## config.mk

```make
export PLATFORM = sky130hd
export DESIGN_NAME = pipe_addsub_nbit
export DESIGN_NICKNAME = d
export VERILOG_FILES = /design/src/rtl/pipe_addsub_nbit.sv
export SDC_FILE = /design/constraint.sdc
export NUM_CORES = 1
export LEC_CHECK = 0
export BUFFER_PORTS_ARGS = -buffer_cell sky130_fd_sc_hd__buf_2
export CAP_MARGIN = 20
export CORE_UTILIZATION = 30
export DETAILED_ROUTE_END_ITERATION = 10
export PLACE_DENSITY = 0.56
export SETUP_SLACK_MARGIN = 0.1
export SYNTH_ARGS = -nofsm -noshare
export SYNTH_HDL_FRONTEND = slang
export SYNTH_SLANG_ARGS = --single-unit
```

## constraint.sdc

```tcl
create_clock -name clk -period 8.2 [get_ports clk]
set_clock_uncertainty 0.15 [all_clocks]
set_input_delay 0 -clock clk [delete_from_list [all_inputs] [get_ports clk]]
set_output_delay 0 -clock clk [all_outputs]
set_load 0.01 [all_outputs]
```

## src/rtl/pipe_addsub_nbit.sv

```systemverilog
// Pipelined N-bit two's-complement adder/subtractor: the carry chain is cut into
// STAGES equal ripple-carry chunks with registered carries and a valid/ready pipeline.
module pipe_addsub_nbit #(
  parameter int N      = 32,
  parameter int STAGES = 4
) (
  input  logic         clk,
  input  logic         rst_n,
  input  logic         in_valid,
  output logic         in_ready,
  input  logic [N-1:0] a,
  input  logic [N-1:0] b,
  input  logic         cin,
  input  logic         sub,
  output logic         out_valid,
  input  logic         out_ready,
  output logic [N-1:0] s,
  output logic         cout,
  output logic         ovf,
  output logic         zero
);

  localparam int SAFE_STAGES = (STAGES < 1) ? 1 : STAGES;
  localparam int W           = N / SAFE_STAGES;

  if ((STAGES < 1) || (N % SAFE_STAGES != 0)) begin : g_param_check
    $error("pipe_addsub_nbit: STAGES must be >= 1 and divide N");
  end

  // One ripple-carry chunk built from full-adder cells; returns {carry_out, sum}.
  function automatic logic [W:0] ripple(input logic [W-1:0] x, input logic [W-1:0] y,
                                        input logic c_in);
    logic [W-1:0] sum;
    logic         c;
    c = c_in;
    for (int i = 0; i < W; i++) begin
      sum[i] = x[i] ^ y[i] ^ c;
      c      = (x[i] & y[i]) | (c & (x[i] ^ y[i]));
    end
    return {c, sum};
  endfunction

  logic [N-1:0]        b_eff;
  logic                c_eff;
  logic [STAGES-1:0]   vld;
  logic [STAGES-1:0]   load;

  assign b_eff = sub ? ~b : b;
  assign c_eff = sub | cin;

  // A stage may load when it is empty or anything at or after it can drain;
  // the chain is driven only by out_ready and valid bits, never by in_valid.
  always_comb begin
    logic acc;
    // NOTE: blocking assignments in always_comb model combinational ordering;
    // every variable is given a value before it is read, so no latch is inferred.
    acc  = out_ready;
    load = '0;
    for (int k = STAGES - 1; k >= 0; k--) begin
      acc     = acc | ~vld[k];
      load[k] = acc;
    end
  end

  assign in_ready = load[0];

  for (genvar k = 0; k < STAGES; k++) begin : g_stage
    localparam int LO = k * W;
    localparam int HI = (k + 1) * W;

    logic            vld_q;
    logic            c_q;
    logic [HI-1:0]   sum_q;
    logic [HI-1:0]   sum_d;
    logic [N-LO-1:0] op_a;
    logic [N-LO-1:0] op_b;
    logic            ci;
    logic            in_v;
    logic [W:0]      chunk;

    if (k == 0) begin : g_head
      assign op_a  = a;
      assign op_b  = b_eff;
      assign ci    = c_eff;
      assign in_v  = in_valid;
      assign sum_d = chunk[W-1:0];
    end else begin : g_body
      assign op_a  = g_stage[k-1].g_rest.a_rest_q;
      assign op_b  = g_stage[k-1].g_rest.b_rest_q;
      assign ci    = g_stage[k-1].c_q;
      assign in_v  = vld[k-1];
      assign sum_d = {chunk[W-1:0], g_stage[k-1].sum_q};
    end

    assign chunk  = ripple(op_a[W-1:0], op_b[W-1:0], ci);
    assign vld[k] = vld_q;

    // NOTE: sequential state uses non-blocking assignments so every stage
    // samples its predecessor's pre-edge value.
    always_ff @(posedge clk or negedge rst_n) begin
      if (!rst_n) begin
        vld_q <= 1'b0;
        c_q   <= 1'b0;
        sum_q <= '0;
      end else if (load[k]) begin
        vld_q <= in_v;
        if (in_v) begin
          c_q   <= chunk[W];
          sum_q <= sum_d;
        end
      end
    end

    if (HI < N) begin : g_rest
      logic [N-HI-1:0] a_rest_q;
      logic [N-HI-1:0] b_rest_q;

      // NOTE: operand carry registers are qualified by their stage valid bit,
      // so they are deliberately left without reset.
      always_ff @(posedge clk) begin
        if (load[k] && in_v) begin
          a_rest_q <= op_a[N-LO-1:W];
          b_rest_q <= op_b[N-LO-1:W];
        end
      end
    end else begin : g_tail
      logic zero_q;
      logic ovf_q;

      // Flags come from the complete sum; op_a/op_b top bits are a[N-1], b_eff[N-1].
      always_ff @(posedge clk or negedge rst_n) begin
        if (!rst_n) begin
          zero_q <= 1'b0;
          ovf_q  <= 1'b0;
        end else if (load[k] && in_v) begin
          zero_q <= (sum_d == '0);
          ovf_q  <= (op_a[W-1] == op_b[W-1]) && (sum_d[N-1] != op_a[W-1]);
        end
      end
    end
  end

  assign out_valid = vld[STAGES-1];
  assign s         = g_stage[STAGES-1].sum_q;
  assign cout      = g_stage[STAGES-1].c_q;
  assign ovf       = g_stage[STAGES-1].g_tail.ovf_q;
  assign zero      = g_stage[STAGES-1].g_tail.zero_q;

endmodule

```

==> run_results.csv, run 1 <==
group,metric,value,unit
logic_synthesis,syn_area_per_cell,17.60,um^2
placed_design,gp_congestion,0.7057,
pwr,leakagePower,4.097,nW
logic_synthesis,syn_nets,531,
setup_path,endpoint_kind,"flop",
timing,hold_violations,0,
timing,period_minus_slack,4.400,ns
floorplan,start_util,0.3079,
timing,rsz0062_at_grt,"no",
clock_tree,htree_levels,4,
detailed_routing,ant_nets,0,
final_layout,final_core_util,0.3946,
global_route,grt_pass1_vias,4293,
setup_path,crit_fanout,33,
floorplan,dieArea,0.02575,mm^2
final_layout,n_antenna_cell,0,
final_layout,drive_gt1_frac,0.3360,
clock_tree,clk-insertion-delay-late,0.43,ns
setup_path,cp-start-kind,"input pin",
final_layout,multi_input_area,0.002102,mm^2
pwr,p_per_area,292.1,mW/mm^2
pwr,peakVddDrop,0.1022,mV
detailed_routing,wire_per_inst,14.54,um
job,maxCapViolations,0,
setup_path,crit_arrival,4.56,ns
logic_synthesis,seq_area_frac_synth,0.6817,
detailed_routing,first_pass_iters,4,
detailed_routing,drc,0,
timing,maxSlewViolCount,0,
detailed_routing,routed_wl,13.80,mm
logic_synthesis,synth_edf_count,96,
placed_design,place_area,0.008378,mm^2
clock_tree,postCtsSetupBuffers,0,
pwr,p_total,2.820,mW
timing,tns,0,ns
final_layout,layout.nets,715,
detailed_routing,via_per_inst,4.135,
detailed_routing,num_vias,3924,
floorplan,die_w,160.5,um
setup_path,critPathKind,"in2reg",
detailed_routing,drtIter0Drc,156,
clock_tree,clock-sinks,186,
logic_synthesis,syn-cell-area,0.007532,mm^2
timing,finalSetupViolCount,0,
final_layout,fin_area,0.009653,mm^2
timing,fmax,0.2273,GHz
outcome,outcome,"complete, no violations",
clock_tree,cts_buffers,17,
clock_tree,ctsResizeCount,0,
timing,fin_ws,3.800,ns
logic_synthesis,netlist_instances,428,
logic_synthesis,synth_ff_type,"edfxtp_1",
final_layout,final.fill_count,2280,
clock_tree,cts_tree,"done",
timing,hold_ws,0.02959,ns
placed_design,hpwl,9.438,mm
floorplan,floorplan.rows,57,
clock_tree,path_clk_slew,0.07,ns
floorplan,io-pin-count,107,
placed_design,io_buffers,106,
global_route,grt_pass1_wl,22.25,mm
final_layout,seq_area,0.005135,mm^2
logic_synthesis,synth_seq_cells,186,
setup_path,cp.required,8.36,ns
min_path,hold_class,"in2reg",
timing,tightest_slew,1.019,ns
logic_synthesis,ys_warn_count,0,
logic_synthesis,yosysUniqueCellTypes,31,
floorplan,core-area,0.02446,mm^2
timing,maxSlewHeadroom,0.3195,
clock_tree,root_buffer,"clkbuf_16",
global_route,grt_max_degree,64,
placed_design,pre_cts_ws,3.307,ns
final_layout,finalNonFillerCells,949,
final_layout,areaGrowthSynthToFinish,28.16,%
global_route,grt.total_usage,0.1150,
logic_synthesis,postSynth.asyncResetShare,0.4839,
placed_design,dp.cells,848,
global_route,antenna_found_initial,0,
timing,min_period_over_period,0.5366,
floorplan,dieHeight,160.5,um
global_route,overflow,0,
clock_tree,cts.path.max_buffers,2,
## metal layers
layer	wire, um	share of wire	global-route usage
met1	6116	0.44	0.1387
met2	6824	0.49	0.1917
met3	563	0.041	0.02970
met4	295	0.021	0.05498
met5	0	0	0
## cell usage after synthesis (3+ instances only)
master | n | share of area
inv_1 | 46 | 0.023
o21ai_0 | 12 | 0.0080
buf_2 | 5 | 0.0033
mux2_2 | 46 | 0.069
mux2_1 | 4 | 0.0060
xor2_1 | 26 | 0.030
mux2_4 | 16 | 0.032
nor4_1 | 7 | 0.0058
fa_1 | 32 | 0.085
mux2i_1 | 13 | 0.017
edfxtp_1 | 96 | 0.38
dfrtp_1 | 90 | 0.30
buf_6 | 3 | 0.0045
xnor2_1 | 7 | 0.0081
buf_4 | 3 | 0.0030
## final timing paths
path / from / end / slack [ns] / cells past startpoint
worst min-delay path: b[7] / g_stage[0].c_q / 0.03 / 4
worst max register to register: g_stage[2].c_q / zero / 3.89 / 12
min in group asynchronous: rst_n / s[7] / 0.46 / 4
worst max-delay path: sub / g_stage[0].sum_q[7] / 3.80 / 12
worst min register to register: g_stage[0].g_rest.a_rest_q[21] / g_stage[1].g_rest.a_rest_q[13] / 0.26 / 0
max in group asynchronous: rst_n / g_stage[2].sum_q[23] / 6.61 / 4
## registers in the layout, indices dropped and copies added, names as in the netlist
name / cells
ovf: 1
g_stage.vld_q: 3
out_valid: 1
g_stage.g_rest.a_rest_q: 48
g_stage.sum_q: 48
cout: 1
s: 32
g_stage.c_q: 3
g_stage.g_rest.b_rest_q: 48
zero: 1
## power by group
group / leakage [nW] / internal [mW] / switching, mW / total, mW
sequential: 1.98 / 1.25 / 0.149 / 1.40
combinational: 1.83 / 0.345 / 0.280 / 0.625
clock: 0.283 / 0.407 / 0.388 / 0.795
## worst max-delay path: stages
cell and delay, ns:
buf_2 0.73, xnor2_1 0.21, fa_1 0.43, fa_1 0.43, fa_1 0.42, fa_1 0.39
fa_1 0.41, fa_1 0.39, fa_1 0.38, inv_1 0.07, fa_1 0.39, mux2_1 0.30
## final cells by class
class	count	area share
Timing Repair Buffer	179	0.1309
Sequential cell	186	0.5320
Tap cell	324	0.04200
Clock inverter	15	0.01542
Clock buffer	17	0.04407
Multi-Input combinational cell	182	0.2178
Inverter	46	0.01789
## layout by cell type (no fill, tap or decap), types with 2 or more instances in the layout
| cell | n |
|---|---|
| nand2_1 | 2 |
| dlygate4sd3_1 | 68 |
| xnor2_1 | 7 |
| buf_4 | 5 |
| mux2_4 | 16 |
| nor4_1 | 7 |
| o21ai_0 | 12 |
| xor2_1 | 26 |
| inv_8 | 8 |
| mux2_2 | 46 |
| nand4_1 | 2 |
| buf_2 | 105 |
| or2_2 | 2 |
| clkbuf_16 | 17 |
| mux2_1 | 4 |
| edfxtp_1 | 96 |
| mux2i_1 | 13 |
| fa_1 | 32 |
| nor2_1 | 2 |
| inv_1 | 45 |
| clkinv_4 | 2 |
| dfrtp_1 | 90 |
## cell families (layout without fill, tap and decap cells)
group                      count (synthesis)  after routing  share of synthesized area
AOI/OAI and AO/OA                         17             17                    0.01312
xor gates and xnor gates                  33             33                    0.03837
adders and majority gates                 33             33                    0.08671
buffers and inverters                     60            257                    0.03953
DFF                                      186            186                     0.6817
muxes                                     79             79                     0.1239
and+or+nand+nor                           20             20                    0.01661
## what timing repair did
| item | in CTS | in global routing |
|---|---|---|
| endpoints found under the hold margin | 102 | 0 |
| endpoints found under the setup margin | 0 | 0 |
| hold buffers | 69 | 0 |
Power figures use the tool's default switching activity.
==> run 2, diff against run 1 <==
- ABC_AREA: unset -> 1
- clock period: 8.2 -> 4.3 ns (I/O delays scaled with it)
==> run_results.csv, run 2 <==
group,metric,value,unit
clock_tree,cts_buffers,17,
final_layout,layout.nets,847,
logic_synthesis,ys_warn_count,0,
clock_tree,cts_tree,"done",
setup_path,cp-start-kind,"input pin",
detailed_routing,first_pass_iters,6,
timing,fin_ws,0.2321,ns
setup_path,crit_arrival,4.22,ns
placed_design,io_buffers,106,
global_route,grt.total_usage,0.1169,
placed_design,gp_congestion,0.7475,
logic_synthesis,seq_area_frac_synth,0.6882,
logic_synthesis,postSynth.asyncResetShare,0.4839,
clock_tree,path_clk_slew,0.07,ns
min_path,hold_class,"in2reg",
outcome,outcome,"complete, no violations",
floorplan,die_w,159.7,um
logic_synthesis,synth_seq_cells,186,
clock_tree,cts.path.max_buffers,2,
logic_synthesis,netlist_instances,569,
logic_synthesis,syn-cell-area,0.007461,mm^2
logic_synthesis,synth_ff_type,"edfxtp_1",
final_layout,final_common_cell,"nand2_1",
floorplan,dieArea,0.02550,mm^2
timing,hold_violations,0,
final_layout,drive_gt1_frac,0.2114,
logic_synthesis,synthTopCellsByCount,"nand2_1, edfxtp_1, dfrtp_1",
pwr,peakVddDrop,0.2274,mV
setup_path,crit_fanout,1,
clock_tree,root_buffer,"clkbuf_16",
final_layout,areaGrowthSynthToFinish,28.24,%
timing,rsz0062_at_grt,"no",
placed_design,hpwl,9.450,mm
job,maxCapViolations,0,
timing,min_period_over_period,0.9460,
pwr,leakagePower,4.244,nW
timing,tightest_slew,1.038,ns
clock_tree,clock-sinks,186,
logic_synthesis,synth_top_area_share,0.3864,
setup_path,cp_cell_sequence,"dlygate4sd3_1 > buf_2 > inv_1 > fa_1 > fa_1 > fa_1 > fa_1 > fa_1 > fa_1 > inv_1 > fa_1 > nand2_1 > nand2_1 > dlygate4sd3_1",
pwr,p_per_area,601.0,mW/mm^2
logic_synthesis,yosysMostFrequentCell,"nand2_1",
logic_synthesis,synth_top_area_cell,"edfxtp_1",
detailed_routing,drtIter0Drc,190,
setup_path,path_common_cell,"fa_1",
global_route,grt_pass1_wl,22.89,mm
setup_path,endpoint_kind,"flop",
placed_design,pre_cts_ws,0.09912,ns
detailed_routing,wire_per_inst,12.80,um
timing,maxSlewViolCount,0,
timing,tns,0,ns
final_layout,reg_top3,"g_stage.g_rest.a_rest_q x48, g_stage.g_rest.b_rest_q x48, g_stage.sum_q x48",
clock_tree,htree_levels,4,
logic_synthesis,synth_edf_count,96,
final_layout,n_antenna_cell,0,
logic_synthesis,syn_area_per_cell,13.11,um^2
global_route,antenna_found_initial,0,
final_layout,mostFrequentLayoutCells,"nand2_1, buf_2, edfxtp_1, dfrtp_1, dlygate4sd3_1",
setup_path,cpPeakStageDelay,0.55,ns
global_route,overflow,0,
logic_synthesis,synth_area_leaders,"edfxtp_1, dfrtp_1, fa_1, nand2_1, o21ai_0",
setup_path,slowest_stage,"dlygate4sd3_1",
floorplan,dieHeight,159.7,um
clock_tree,clk-insertion-delay-late,0.42,ns
clock_tree,postCtsSetupBuffers,0,
logic_synthesis,yosysUniqueCellTypes,23,
floorplan,floorplan.rows,57,
detailed_routing,drc,0,
timing,period_minus_slack,4.068,ns
detailed_routing,routed_wl,13.84,mm
setup_path,cp.required,4.45,ns
timing,maxSlewHeadroom,0.3079,
detailed_routing,via_per_inst,3.991,
floorplan,start_util,0.3059,
detailed_routing,num_vias,4314,
detailed_routing,ant_nets,0,
setup_path,critPathKind,"in2reg",
timing,finalSetupViolCount,0,
timing,fmax,0.2458,GHz
global_route,grt_pass1_vias,4467,
logic_synthesis,syn_nets,672,
global_route,grt_max_degree,64,
floorplan,io-pin-count,107,
floorplan,core-area,0.02439,mm^2
final_layout,final_core_util,0.3923,
==> run 2: repair_timing <==
item | in CTS | in global routing
hold buffers | 66 | 0
resized for setup | 0 | 5
setup endpoints to repair | 0 | 2
endpoints found under the hold margin | 123 | 0
==> run 2: metrics by stage <==
stage / cell area [um^2] / cells / hold WS (ns) / total power, mW
finish: 9568 / 1081 / 0.02736 / 5.751
floorplan: 7461 / 569 / -0.4456 / 3.629
detailed placement: 8303 / 983 / 0.01245 / 4.171
global route: 9568 / 1081 / 0.05860 / 6.201
global placement: 8303 / 983 / 0.005820 / 4.137
CTS: 9558 / 1081 / 0.01872 / 5.840
==> run 2: layout make-up <==
class                           count  area (um^2)
Fill cell                        2404        14820
Sequential cell                   186         5135
Multi-Input combinational cell    303         1984
Timing Repair Buffer              176         1224
Clock buffer                       22        465.4
Tap cell                          324        405.4
Inverter                           60        225.2
Clock inverter                     10        128.9
==> run 2: critical path: cells and delay by family <==
family	cells	cell delay [ns]
fa+ha+maj	7	2.80
buf+inv	5	1.27
simple gates	2	0.13
==> run 2: final timing paths <==
kind	from	end	slack (ns)	cells past startpoint
min in group asynchronous	rst_n	g_stage[1].sum_q[10]	0.07	2
max	a[1]	g_stage[0].sum_q[7]	0.23	14
min reg2reg	g_stage[1].g_rest.a_rest_q[15]	g_stage[2].g_rest.a_rest_q[7]	0.26	0
max in group asynchronous	rst_n	g_stage[2].sum_q[1]	3.03	3
min	b[7]	g_stage[0].c_q	0.03	5
max reg2reg	g_stage[2].g_rest.b_rest_q[0]	zero	0.28	17
==> run 2: logic make-up after synthesis <==
kind of cell    synth area share
fa+ha+maj                0.08754
simple gates             0.09358
buf+inv                  0.04712
flops                     0.6882
xor+xnor                 0.03874
compound gates           0.04478
==> run 2: report_power, final <==
group / total (mW) / internal (mW) / switching [mW]
sequential: 2.68 / 2.43 / 0.255
combinational: 1.49 / 0.568 / 0.918
clock: 1.58 / 0.906 / 0.674
total: 5.75 / 3.90 / 1.85
==> run 2: per-layer routing <==
| metal | vias to the layer above | GRT usage | share of wire |
|---|---|---|---|
| met5 | - | 0 | 0 |
| met4 | 0 | 0.05114 | 0.018 |
| met3 | 18 | 0.02260 | 0.029 |
| met2 | 78 | 0.1882 | 0.48 |
| met1 | 2048 | 0.1535 | 0.48 |
| li1 | 2170 | - | - |
==> run 3, diff against run 2 <==
- MAX_ROUTING_LAYER: unset -> met4
==> run_results.csv, run 3 (synthesis results as in run 2) <==
group,metric,value,unit
timing,min_period_over_period,0.9349,
setup_path,cp.required,4.45,ns
job,maxCapViolations,0,
pwr,p_total,5.754,mW
clock_tree,clock-sinks,186,
detailed_routing,first_pass_iters,5,
setup_path,cp-start-kind,"input pin",
detailed_routing,via_per_inst,3.981,
setup_path,crit_fanout,1,
floorplan,io-pin-count,107,
detailed_routing,drc,0,
final_layout,mostFrequentLayoutCells,"nand2_1, buf_2, edfxtp_1, dfrtp_1, dlygate4sd3_1",
timing,rsz0062_at_grt,"no",
timing,maxSlewHeadroom,0.3081,
clock_tree,cts.path.max_buffers,2,
setup_path,crit_arrival,4.17,ns
detailed_routing,drtIter0Drc,196,
floorplan,core-area,0.02439,mm^2
detailed_routing,routed_wl,13.86,mm
final_layout,fin_area,0.009570,mm^2
timing,finalSetupViolCount,0,
timing,hold_violations,0,
clock_tree,root_buffer,"clkbuf_16",
final_layout,final_common_cell,"nand2_1",
clock_tree,clk-insertion-delay-late,0.43,ns
global_route,antenna_found_initial,0,
placed_design,gp_congestion,0.7569,
floorplan,die_w,159.7,um
detailed_routing,num_vias,4303,
clock_tree,path_clk_slew,0.07,ns
global_route,grt_pass1_wl,22.86,mm
timing,tns,0,ns
placed_design,io_buffers,106,
global_route,grt_pass1_vias,4471,
placed_design,hpwl,9.450,mm
floorplan,dieArea,0.02550,mm^2
global_route,grt_max_degree,64,
timing,period_minus_slack,4.020,ns
global_route,grt.total_usage,0.1204,
floorplan,start_util,0.3059,
floorplan,dieHeight,159.7,um
placed_design,place_area,0.008303,mm^2
global_route,overflow,0,
min_path,hold_class,"in2reg",
pwr,peakVddDrop,0.2277,mV
timing,tightest_slew,1.038,ns
final_layout,layout.nets,847,
final_layout,n_antenna_cell,0,
setup_path,endpoint_kind,"flop",
pwr,p_per_area,601.2,mW/mm^2
final_layout,areaGrowthSynthToFinish,28.27,%
final_layout,drive_gt1_frac,0.2127,
clock_tree,cts_buffers,17,
outcome,outcome,"complete, no violations",
detailed_routing,wire_per_inst,12.82,um
setup_path,critPathKind,"in2reg",
pwr,leakagePower,4.243,nW
timing,fmax,0.2488,GHz
timing,maxSlewViolCount,0,
clock_tree,cts_tree,"done",
floorplan,floorplan.rows,57,
clock_tree,htree_levels,4,
detailed_routing,ant_nets,0,
final_layout,reg_top3,"g_stage.g_rest.a_rest_q x48, g_stage.g_rest.b_rest_q x48, g_stage.sum_q x48",
## run 3: cell counts in the layout (fill, tap and decap cells not counted)
No cell type changed its count.
## run 3: where the power goes
group,switching (mW),internal (mW)
clock network,0.675,0.906
logic,0.918,0.569
registers,0.256,2.43
## run 3: through the flow
step	utilization	setup WS, ns	cells	hold slack (ns)
global route	0.3924	0.1072	1081	0.05947
detailed placement	0.3404	0.09912	983	0.01245
CTS	0.3919	0.1030	1081	0.01872
finish	0.3924	0.2800	1081	0.03033
floorplan	-	0.2187	569	-0.4456
global placement	0.3404	0.1635	983	0.005820
## run 3: path summary, 6_finish.rpt
kind / start / endpoint / slack (ns) / cells past startpoint
max reg2reg: g_stage[2].g_rest.b_rest_q[0] / ovf / 0.28 / 13
max in group asynchronous: rst_n / g_stage[2].sum_q[1] / 3.03 / 3
min in group asynchronous: rst_n / g_stage[1].sum_q[10] / 0.08 / 2
max: a[1] / g_stage[0].sum_q[7] / 0.28 / 14
min: b[7] / g_stage[0].c_q / 0.03 / 5
min reg2reg: g_stage[1].g_rest.a_rest_q[15] / g_stage[2].g_rest.a_rest_q[7] / 0.26 / 0
## run 3: cell type report
type	instances	area, um^2
Timing Repair Buffer	176	1224
Multi-Input combinational cell	303	1987
Tap cell	324	405.4
Inverter	60	225.2
Fill cell	2403	14820
Clock inverter	10	128.9
Sequential cell	186	5135
Clock buffer	22	465.4
## run 3: timing repair
action / 4_1_cts / 5_1_grt
endpoints found under the setup margin: 0 / 3
hold buffers: 66 / 0
hold endpoints to repair: 123 / 0
buffers inserted: 0 / 0
gates resized for setup: 0 / 6
## run 3: critical path: stages
cell and delay, ns:
dlygate4sd3_1 0.52, buf_2 0.09, inv_1 0.04, fa_1 0.43
fa_1 0.41, fa_1 0.39, fa_1 0.40, fa_2 0.36
fa_1 0.36, inv_1 0.07, fa_1 0.40, nand2_1 0.07
nand2_1 0.06, dlygate4sd3_1 0.55
## run 3: layer usage
layer | routed length, um | vias up | track usage | share of wire
li1 | - | 2170 | - | -
met1 | 6723 | 2040 | 0.1530 | 0.49
met2 | 6506 | 74 | 0.1888 | 0.47
met3 | 344 | 19 | 0.02234 | 0.025
met4 | 285 | 0 | 0.05114 | 0.021
met5 | 0 | - | - | 0
